**config.mk**
```make
export PLATFORM = sky130hd
export DESIGN_NAME = control_sequencer_flat
export DESIGN_NICKNAME = d
export VERILOG_FILES = /design/src/rtl/control_sequencer_if.sv /design/src/rtl/control_sequencer.sv /design/src/flat_wrapper.sv
export SDC_FILE = /design/constraint.sdc
export NUM_CORES = 1
export LEC_CHECK = 0
export CAP_MARGIN = 5
export CORE_MARGIN = 2
export CORE_UTILIZATION = 32
export CTS_CLUSTER_DIAMETER = 100
export DETAILED_ROUTE_END_ITERATION = 8
export PLACE_DENSITY = 0.76
export SKIP_LAST_GASP = 1
export SYNTH_ARGS = -nofsm -noshare
export SYNTH_HDL_FRONTEND = slang
export SYNTH_SLANG_ARGS = --single-unit
```
**constraint.sdc**
```tcl
create_clock -name CLOCK -period 1.9 [get_ports CLOCK]
set_clock_uncertainty 0.1 [all_clocks]
set_input_delay 0.475 -clock CLOCK [delete_from_list [all_inputs] [get_ports CLOCK]]
set_output_delay 0.475 -clock CLOCK [all_outputs]
set_load 0.02 [all_outputs]
```
**src/rtl/control_sequencer_if.sv**
```systemverilog
// Signal bundle between the control sequencer and the Bat Amateur datapath.
// The master side is the sequencer: it reads the instruction word and flags and drives the strobes.
interface control_sequencer_if #(
  parameter int BUS_WIDTH = 16
);
  logic                 RUN;
  logic [BUS_WIDTH-1:0] INSTRUCTION;
  logic                 CARRY_FLAG;
  logic                 ZERO_FLAG;

  logic PC_ENABLE, PC_COUNT, PC_LOAD;
  logic MAR_LOAD;
  logic RAM_ENABLE, RAM_LOAD;
  logic IR_LOAD, IR_ENABLE;
  logic A_LOAD, A_ENABLE, B_LOAD;
  logic ALU_ENABLE, ALU_SUB, FLAG_LOAD;
  logic OUT_LOAD;
  logic HALT;
  logic [2:0] T_STATE;

  modport master (
    input  RUN, INSTRUCTION, CARRY_FLAG, ZERO_FLAG,
    output PC_ENABLE, PC_COUNT, PC_LOAD, MAR_LOAD, RAM_ENABLE, RAM_LOAD,
           IR_LOAD, IR_ENABLE, A_LOAD, A_ENABLE, B_LOAD,
           ALU_ENABLE, ALU_SUB, FLAG_LOAD, OUT_LOAD, HALT, T_STATE
  );

  modport slave (
    output RUN, INSTRUCTION, CARRY_FLAG, ZERO_FLAG,
    input  PC_ENABLE, PC_COUNT, PC_LOAD, MAR_LOAD, RAM_ENABLE, RAM_LOAD,
           IR_LOAD, IR_ENABLE, A_LOAD, A_ENABLE, B_LOAD,
           ALU_ENABLE, ALU_SUB, FLAG_LOAD, OUT_LOAD, HALT, T_STATE
  );
endinterface

```
**src/rtl/control_sequencer.sv**
```systemverilog
// Microcoded control unit: fetch/execute step counter, halt state and the
// per-micro-step datapath strobes decoded from the opcode in the top 4 instruction bits.
module control_sequencer #(
  parameter int BUS_WIDTH = 16
) (
  input  logic                CLOCK,
  input  logic                RESET,
  control_sequencer_if.master bus
);

  typedef enum logic [2:0] {
    T0 = 3'd0,
    T1 = 3'd1,
    T2 = 3'd2,
    T3 = 3'd3,
    T4 = 3'd4
  } step_e;

  typedef enum logic [3:0] {
    OP_NOP = 4'h0,
    OP_LDA = 4'h1,
    OP_ADD = 4'h2,
    OP_SUB = 4'h3,
    OP_STA = 4'h4,
    OP_LDI = 4'h5,
    OP_JMP = 4'h6,
    OP_JC  = 4'h7,
    OP_JZ  = 4'h8,
    OP_OUT = 4'hE,
    OP_HLT = 4'hF
  } opcode_e;

  step_e      t_q, t_d;
  logic       halted_q, halted_d;
  logic [3:0] opcode;
  step_e      final_step;
  logic       active;

  assign opcode = bus.INSTRUCTION[BUS_WIDTH-1 -: 4];

  // Strobes only fire when running, not halted, and outside reset so that an
  // asserted reset silences the datapath without waiting for a clock.
  assign active = RESET && bus.RUN && !halted_q;

  always_comb begin
    final_step = T2;
    case (opcode)
      OP_LDA, OP_STA: final_step = T3;
      OP_ADD, OP_SUB: final_step = T4;
      default:        final_step = T2;
    endcase
  end

  // NOTE: every combinational output gets a default before any branch, so no path can infer a latch.
  always_comb begin
    t_d      = t_q;
    halted_d = halted_q;
    if (bus.RUN && !halted_q) begin
      // ">=" also recovers cleanly if the IR changes underneath a longer instruction.
      if (t_q >= final_step) t_d = T0;
      else                   t_d = step_e'(t_q + 3'd1);
      if (t_q == T2 && opcode == OP_HLT) halted_d = 1'b1;
    end
  end

  // NOTE: state registers use non-blocking assignments so every flop samples pre-edge values.
  always_ff @(posedge CLOCK or negedge RESET) begin
    if (!RESET) begin
      t_q      <= T0;
      halted_q <= 1'b0;
    end else begin
      t_q      <= t_d;
      halted_q <= halted_d;
    end
  end

  always_comb begin
    bus.PC_ENABLE  = 1'b0;
    bus.PC_COUNT   = 1'b0;
    bus.PC_LOAD    = 1'b0;
    bus.MAR_LOAD   = 1'b0;
    bus.RAM_ENABLE = 1'b0;
    bus.RAM_LOAD   = 1'b0;
    bus.IR_LOAD    = 1'b0;
    bus.IR_ENABLE  = 1'b0;
    bus.A_LOAD     = 1'b0;
    bus.A_ENABLE   = 1'b0;
    bus.B_LOAD     = 1'b0;
    bus.ALU_ENABLE = 1'b0;
    bus.ALU_SUB    = 1'b0;
    bus.FLAG_LOAD  = 1'b0;
    bus.OUT_LOAD   = 1'b0;
    if (active) begin
      case (t_q)
        T0: begin
          bus.PC_ENABLE = 1'b1;
          bus.MAR_LOAD  = 1'b1;
        end
        T1: begin
          bus.RAM_ENABLE = 1'b1;
          bus.IR_LOAD    = 1'b1;
          bus.PC_COUNT   = 1'b1;
        end
        T2: begin
          case (opcode)
            OP_LDA, OP_ADD, OP_SUB, OP_STA: begin
              bus.IR_ENABLE = 1'b1;
              bus.MAR_LOAD  = 1'b1;
            end
            OP_LDI: begin
              bus.IR_ENABLE = 1'b1;
              bus.A_LOAD    = 1'b1;
            end
            OP_JMP: begin
              bus.IR_ENABLE = 1'b1;
              bus.PC_LOAD   = 1'b1;
            end
            OP_JC: begin
              bus.IR_ENABLE = 1'b1;
              bus.PC_LOAD   = bus.CARRY_FLAG;
            end
            OP_JZ: begin
              bus.IR_ENABLE = 1'b1;
              bus.PC_LOAD   = bus.ZERO_FLAG;
            end
            OP_OUT: begin
              bus.A_ENABLE = 1'b1;
              bus.OUT_LOAD = 1'b1;
            end
            default: ;
          endcase
        end
        T3: begin
          case (opcode)
            OP_LDA: begin
              bus.RAM_ENABLE = 1'b1;
              bus.A_LOAD     = 1'b1;
            end
            OP_ADD, OP_SUB: begin
              bus.RAM_ENABLE = 1'b1;
              bus.B_LOAD     = 1'b1;
            end
            OP_STA: begin
              bus.A_ENABLE = 1'b1;
              bus.RAM_LOAD = 1'b1;
            end
            default: ;
          endcase
        end
        T4: begin
          if (opcode == OP_ADD || opcode == OP_SUB) begin
            bus.ALU_ENABLE = 1'b1;
            bus.A_LOAD     = 1'b1;
            bus.FLAG_LOAD  = 1'b1;
            bus.ALU_SUB    = (opcode == OP_SUB);
          end
        end
        default: ;
      endcase
    end
  end

  assign bus.HALT    = halted_q;
  assign bus.T_STATE = t_q;

endmodule

```
**src/flat_wrapper.sv**
```systemverilog
// flat-port wrapper written by rule: the top's interface ports become plain ports
module control_sequencer_flat 
#(
  parameter int BUS_WIDTH = 16
)
  (CLOCK, RESET, bus_RUN, bus_INSTRUCTION, bus_CARRY_FLAG, bus_ZERO_FLAG, bus_PC_ENABLE, bus_PC_COUNT, bus_PC_LOAD, bus_MAR_LOAD, bus_RAM_ENABLE, bus_RAM_LOAD, bus_IR_LOAD, bus_IR_ENABLE, bus_A_LOAD, bus_A_ENABLE, bus_B_LOAD, bus_ALU_ENABLE, bus_ALU_SUB, bus_FLAG_LOAD, bus_OUT_LOAD, bus_HALT, bus_T_STATE);
  control_sequencer_if #(.BUS_WIDTH(BUS_WIDTH)) bus_i ();
  input  logic CLOCK;
  input  logic RESET;
  input wire logic [$bits(bus_i.RUN)-1:0] bus_RUN;
  input wire logic [$bits(bus_i.INSTRUCTION)-1:0] bus_INSTRUCTION;
  input wire logic [$bits(bus_i.CARRY_FLAG)-1:0] bus_CARRY_FLAG;
  input wire logic [$bits(bus_i.ZERO_FLAG)-1:0] bus_ZERO_FLAG;
  output wire logic [$bits(bus_i.PC_ENABLE)-1:0] bus_PC_ENABLE;
  output wire logic [$bits(bus_i.PC_COUNT)-1:0] bus_PC_COUNT;
  output wire logic [$bits(bus_i.PC_LOAD)-1:0] bus_PC_LOAD;
  output wire logic [$bits(bus_i.MAR_LOAD)-1:0] bus_MAR_LOAD;
  output wire logic [$bits(bus_i.RAM_ENABLE)-1:0] bus_RAM_ENABLE;
  output wire logic [$bits(bus_i.RAM_LOAD)-1:0] bus_RAM_LOAD;
  output wire logic [$bits(bus_i.IR_LOAD)-1:0] bus_IR_LOAD;
  output wire logic [$bits(bus_i.IR_ENABLE)-1:0] bus_IR_ENABLE;
  output wire logic [$bits(bus_i.A_LOAD)-1:0] bus_A_LOAD;
  output wire logic [$bits(bus_i.A_ENABLE)-1:0] bus_A_ENABLE;
  output wire logic [$bits(bus_i.B_LOAD)-1:0] bus_B_LOAD;
  output wire logic [$bits(bus_i.ALU_ENABLE)-1:0] bus_ALU_ENABLE;
  output wire logic [$bits(bus_i.ALU_SUB)-1:0] bus_ALU_SUB;
  output wire logic [$bits(bus_i.FLAG_LOAD)-1:0] bus_FLAG_LOAD;
  output wire logic [$bits(bus_i.OUT_LOAD)-1:0] bus_OUT_LOAD;
  output wire logic [$bits(bus_i.HALT)-1:0] bus_HALT;
  output wire logic [$bits(bus_i.T_STATE)-1:0] bus_T_STATE;
  assign bus_i.RUN = bus_RUN;
  assign bus_i.INSTRUCTION = bus_INSTRUCTION;
  assign bus_i.CARRY_FLAG = bus_CARRY_FLAG;
  assign bus_i.ZERO_FLAG = bus_ZERO_FLAG;
  assign bus_PC_ENABLE = bus_i.PC_ENABLE;
  assign bus_PC_COUNT = bus_i.PC_COUNT;
  assign bus_PC_LOAD = bus_i.PC_LOAD;
  assign bus_MAR_LOAD = bus_i.MAR_LOAD;
  assign bus_RAM_ENABLE = bus_i.RAM_ENABLE;
  assign bus_RAM_LOAD = bus_i.RAM_LOAD;
  assign bus_IR_LOAD = bus_i.IR_LOAD;
  assign bus_IR_ENABLE = bus_i.IR_ENABLE;
  assign bus_A_LOAD = bus_i.A_LOAD;
  assign bus_A_ENABLE = bus_i.A_ENABLE;
  assign bus_B_LOAD = bus_i.B_LOAD;
  assign bus_ALU_ENABLE = bus_i.ALU_ENABLE;
  assign bus_ALU_SUB = bus_i.ALU_SUB;
  assign bus_FLAG_LOAD = bus_i.FLAG_LOAD;
  assign bus_OUT_LOAD = bus_i.OUT_LOAD;
  assign bus_HALT = bus_i.HALT;
  assign bus_T_STATE = bus_i.T_STATE;
  control_sequencer #(.BUS_WIDTH(BUS_WIDTH)) u_core (.CLOCK(CLOCK), .RESET(RESET), .bus(bus_i));
endmodule
```
==> impl_metrics.yaml <==
routing:
  finalWirelength_mm: 2.29
  met2_wirelength_mm: 1.24
  postRouteAntennaNets: 0
  drt_first_pass_iters: 4
  routedWlPerCell_microns: 13.5
  top_layer: "met4"
  drt-initial-drc-count: 5
  num_vias: 790
  route.met3.wl_microns: 51
  drc_errors: 0
  met1Wirelength_microns: 962
  post_drt_via_cell_ratio: 4.67
clock_network:
  htreeDepth: 1
  clock_path_buffers: 2
  cts_buffers: 3
  cts_tree: "done"
  root_buffer: "clkbuf_4"
  clkSinkCount: 4
  clock_latency_ns: 0.24
  clkTransAtPathRegs_ns: 0.04
final_layout:
  nets: 174
  layout_commonest_cell: "buf_4"
  antenna_cells: 0
  drive_above_1_share: 0.715
  layout_common_cells: "buf_4, buf_6, nand2_1"
  areaGrowthSynthToFinish_pct: 134
yosys:
  syn_area_sq_um: 621
  ys_types: 34
  syn_inst: 81
  ys_ff_latch: 4
  yosysTopAreaCell: "dfrtp_1"
  synth-edff-count: 0
  yosys.area.top_type_share: 0.161
  yosysWarningCount: 0
  synth-seq-area-share: 0.161
  syn_area_per_cell_sq_um: 7.66
  synth_ff_type: "dfrtp_1"
  synthArstFlopShare: 1.00
  synthTopCellsByArea: "dfrtp_1, ha_1, nor3_1"
  syn_nets: 110
setup_path:
  path_class: "reg2out"
  crit_arrival_ns: 1.73
  rr_endpoint: "u_core.bus.T_STATE[2]"
  reg2reg_slack_ns: 0.33
  r2r_cells: 5
  critPathCaptureType: "output pin"
  cp-start-kind: "flop"
  regToRegStartpoint: "u_core.bus.T_STATE[2]"
  startpoint: "u_core.bus.T_STATE[0]"
  required_ns: 1.32
  critPathMaxFanout: 3
floorplanning:
  die_h_microns: 48.0
  ios: 40
  initial_core_util: 0.348
  core_sq_mm: 0.00178
  num_rows: 15
  die_area_sq_mm: 0.00231
  die_width_microns: 48.0
placed_design:
  hpwlAfterDp_mm: 1.66
  io_buffers: 27
  gp_congestion: 0.741
global_routing:
  grt_max_degree: 8
  grt_pass1_wl_mm: 3.42
  first_global_vias: 773
  gr-total-overflow: 0
  grtUsageTotal: 0.220
  grt_antenna_before_repair: 0
timing:
  finalCriticalPeriod_ns: 2.31
  drv_slew: 0
  hold_viol: 0
  rsz0062_at_grt: "yes"
  setup_slack_ns: -0.410
  worst_pin_slew_ns: 0.378
  fin_crit_sh: 1.22
  setup_viol: 16
  max_freq_mhz: 433
  whs_ns: 0.203
  relSlewSlack: 0.746
pwr:
  power.density_mw_per_mm2: 862
  power_mw: 1.25
  ir_drop_v: 0.000932
  p_leak_nw: 0.697
status:
  violations: "negative setup slack"
  status: "finished, violations left"
flow_run:
  cap_viol_max_count: 0
worst_hold_path:
  hold_path_class: "in2async"
## layout make-up
type	instances	area, sq um
multi-input cells	65	686
inverters	6	27.5
clock buffers	4	26.3
well taps	25	31.3
fillers	105	329
flip-flops and latches	4	104
repair buffers	65	579
## kinds of logic after synthesis
logic type                 count (synthesis)  synth area share
AOI/OAI and AO/OA                         11             0.121
xor gates and xnor gates                   2            0.0282
adders and majority gates                  8             0.161
buffers and inverters                     12             0.135
DFF                                        4             0.161
muxes                                      1            0.0181
and+or+nand+nor                           43             0.375
## synth_stat cells, types with 2 or more instances
master / count
and2_1: 3
dfrtp_1: 4
buf_6: 3
a21oi_1: 2
o21ai_0: 3
nor2b_1: 2
ha_1: 8
inv_1: 5
nand2_1: 9
buf_4: 3
nor2_1: 8
nor3_1: 9
## critical path, cell delays in order, from the launching register on
cell and delay (ns):
dfrtp_2 0.43, inv_2 0.08, ha_4 0.13, nor2b_4 0.14, mux2_4 0.15, nand3_2 0.07, a2111oi_4 0.29, buf_4 0.20
## metrics by stage
| step | cell area, sq um | utilization | setup TNS [ns] | instances | worst slack (ns) |
|---|---|---|---|---|---|
| final | 1450 | 0.815 | -3.19 | 169 | -0.410 |
| after floorplan | 761 | - | -0.912 | 81 | -0.221 |
| after detailed placement | 1230 | 0.689 | -16.99 | 155 | -1.09 |
| after global routing | 1450 | 0.815 | -4.20 | 169 | -0.489 |
| after global placement | 1230 | 0.689 | -16.30 | 155 | -1.06 |
| after CTS | 1380 | 0.775 | -3.42 | 167 | -0.426 |
## registers in the layout, indices dropped and copies added, names as in the netlist
register / count
u_core.bus.T_STATE: 3
u_core.bus.HALT: 1
## worst max path at each step
stage / endpoint / slack, ns
final: bus_A_LOAD / -0.41
after global placement: bus_A_LOAD / -1.06
after floorplan: bus_A_LOAD / -0.22
after detailed placement: bus_PC_LOAD / -1.09
after global routing: bus_A_LOAD / -0.49
after CTS: bus_RAM_ENABLE / -0.43
## report_power, final
part | internal [mW] | leakage [nW] | total, mW | switching, mW
clock network | 0.0793 | 0.0150 | 0.121 | 0.0418
logic | 0.490 | 0.634 | 0.968 | 0.478
registers | 0.124 | 0.0479 | 0.164 | 0.0406
## repair_timing
item / in CTS / in global routing
endpoints found under the setup margin: 21 / 18
buffers inserted: 10 / 2
hold buffers: 0 / 0
gates resized for setup: 127 / 17
pin swaps: 21 / 8
## metal layers
metal	GRT usage	vias up
met5	0	-
met4	0.114	0
met3	0.0264	4
met2	0.389	20
met1	0.257	364
li1	-	402
(Power assumes the default switching activity.)
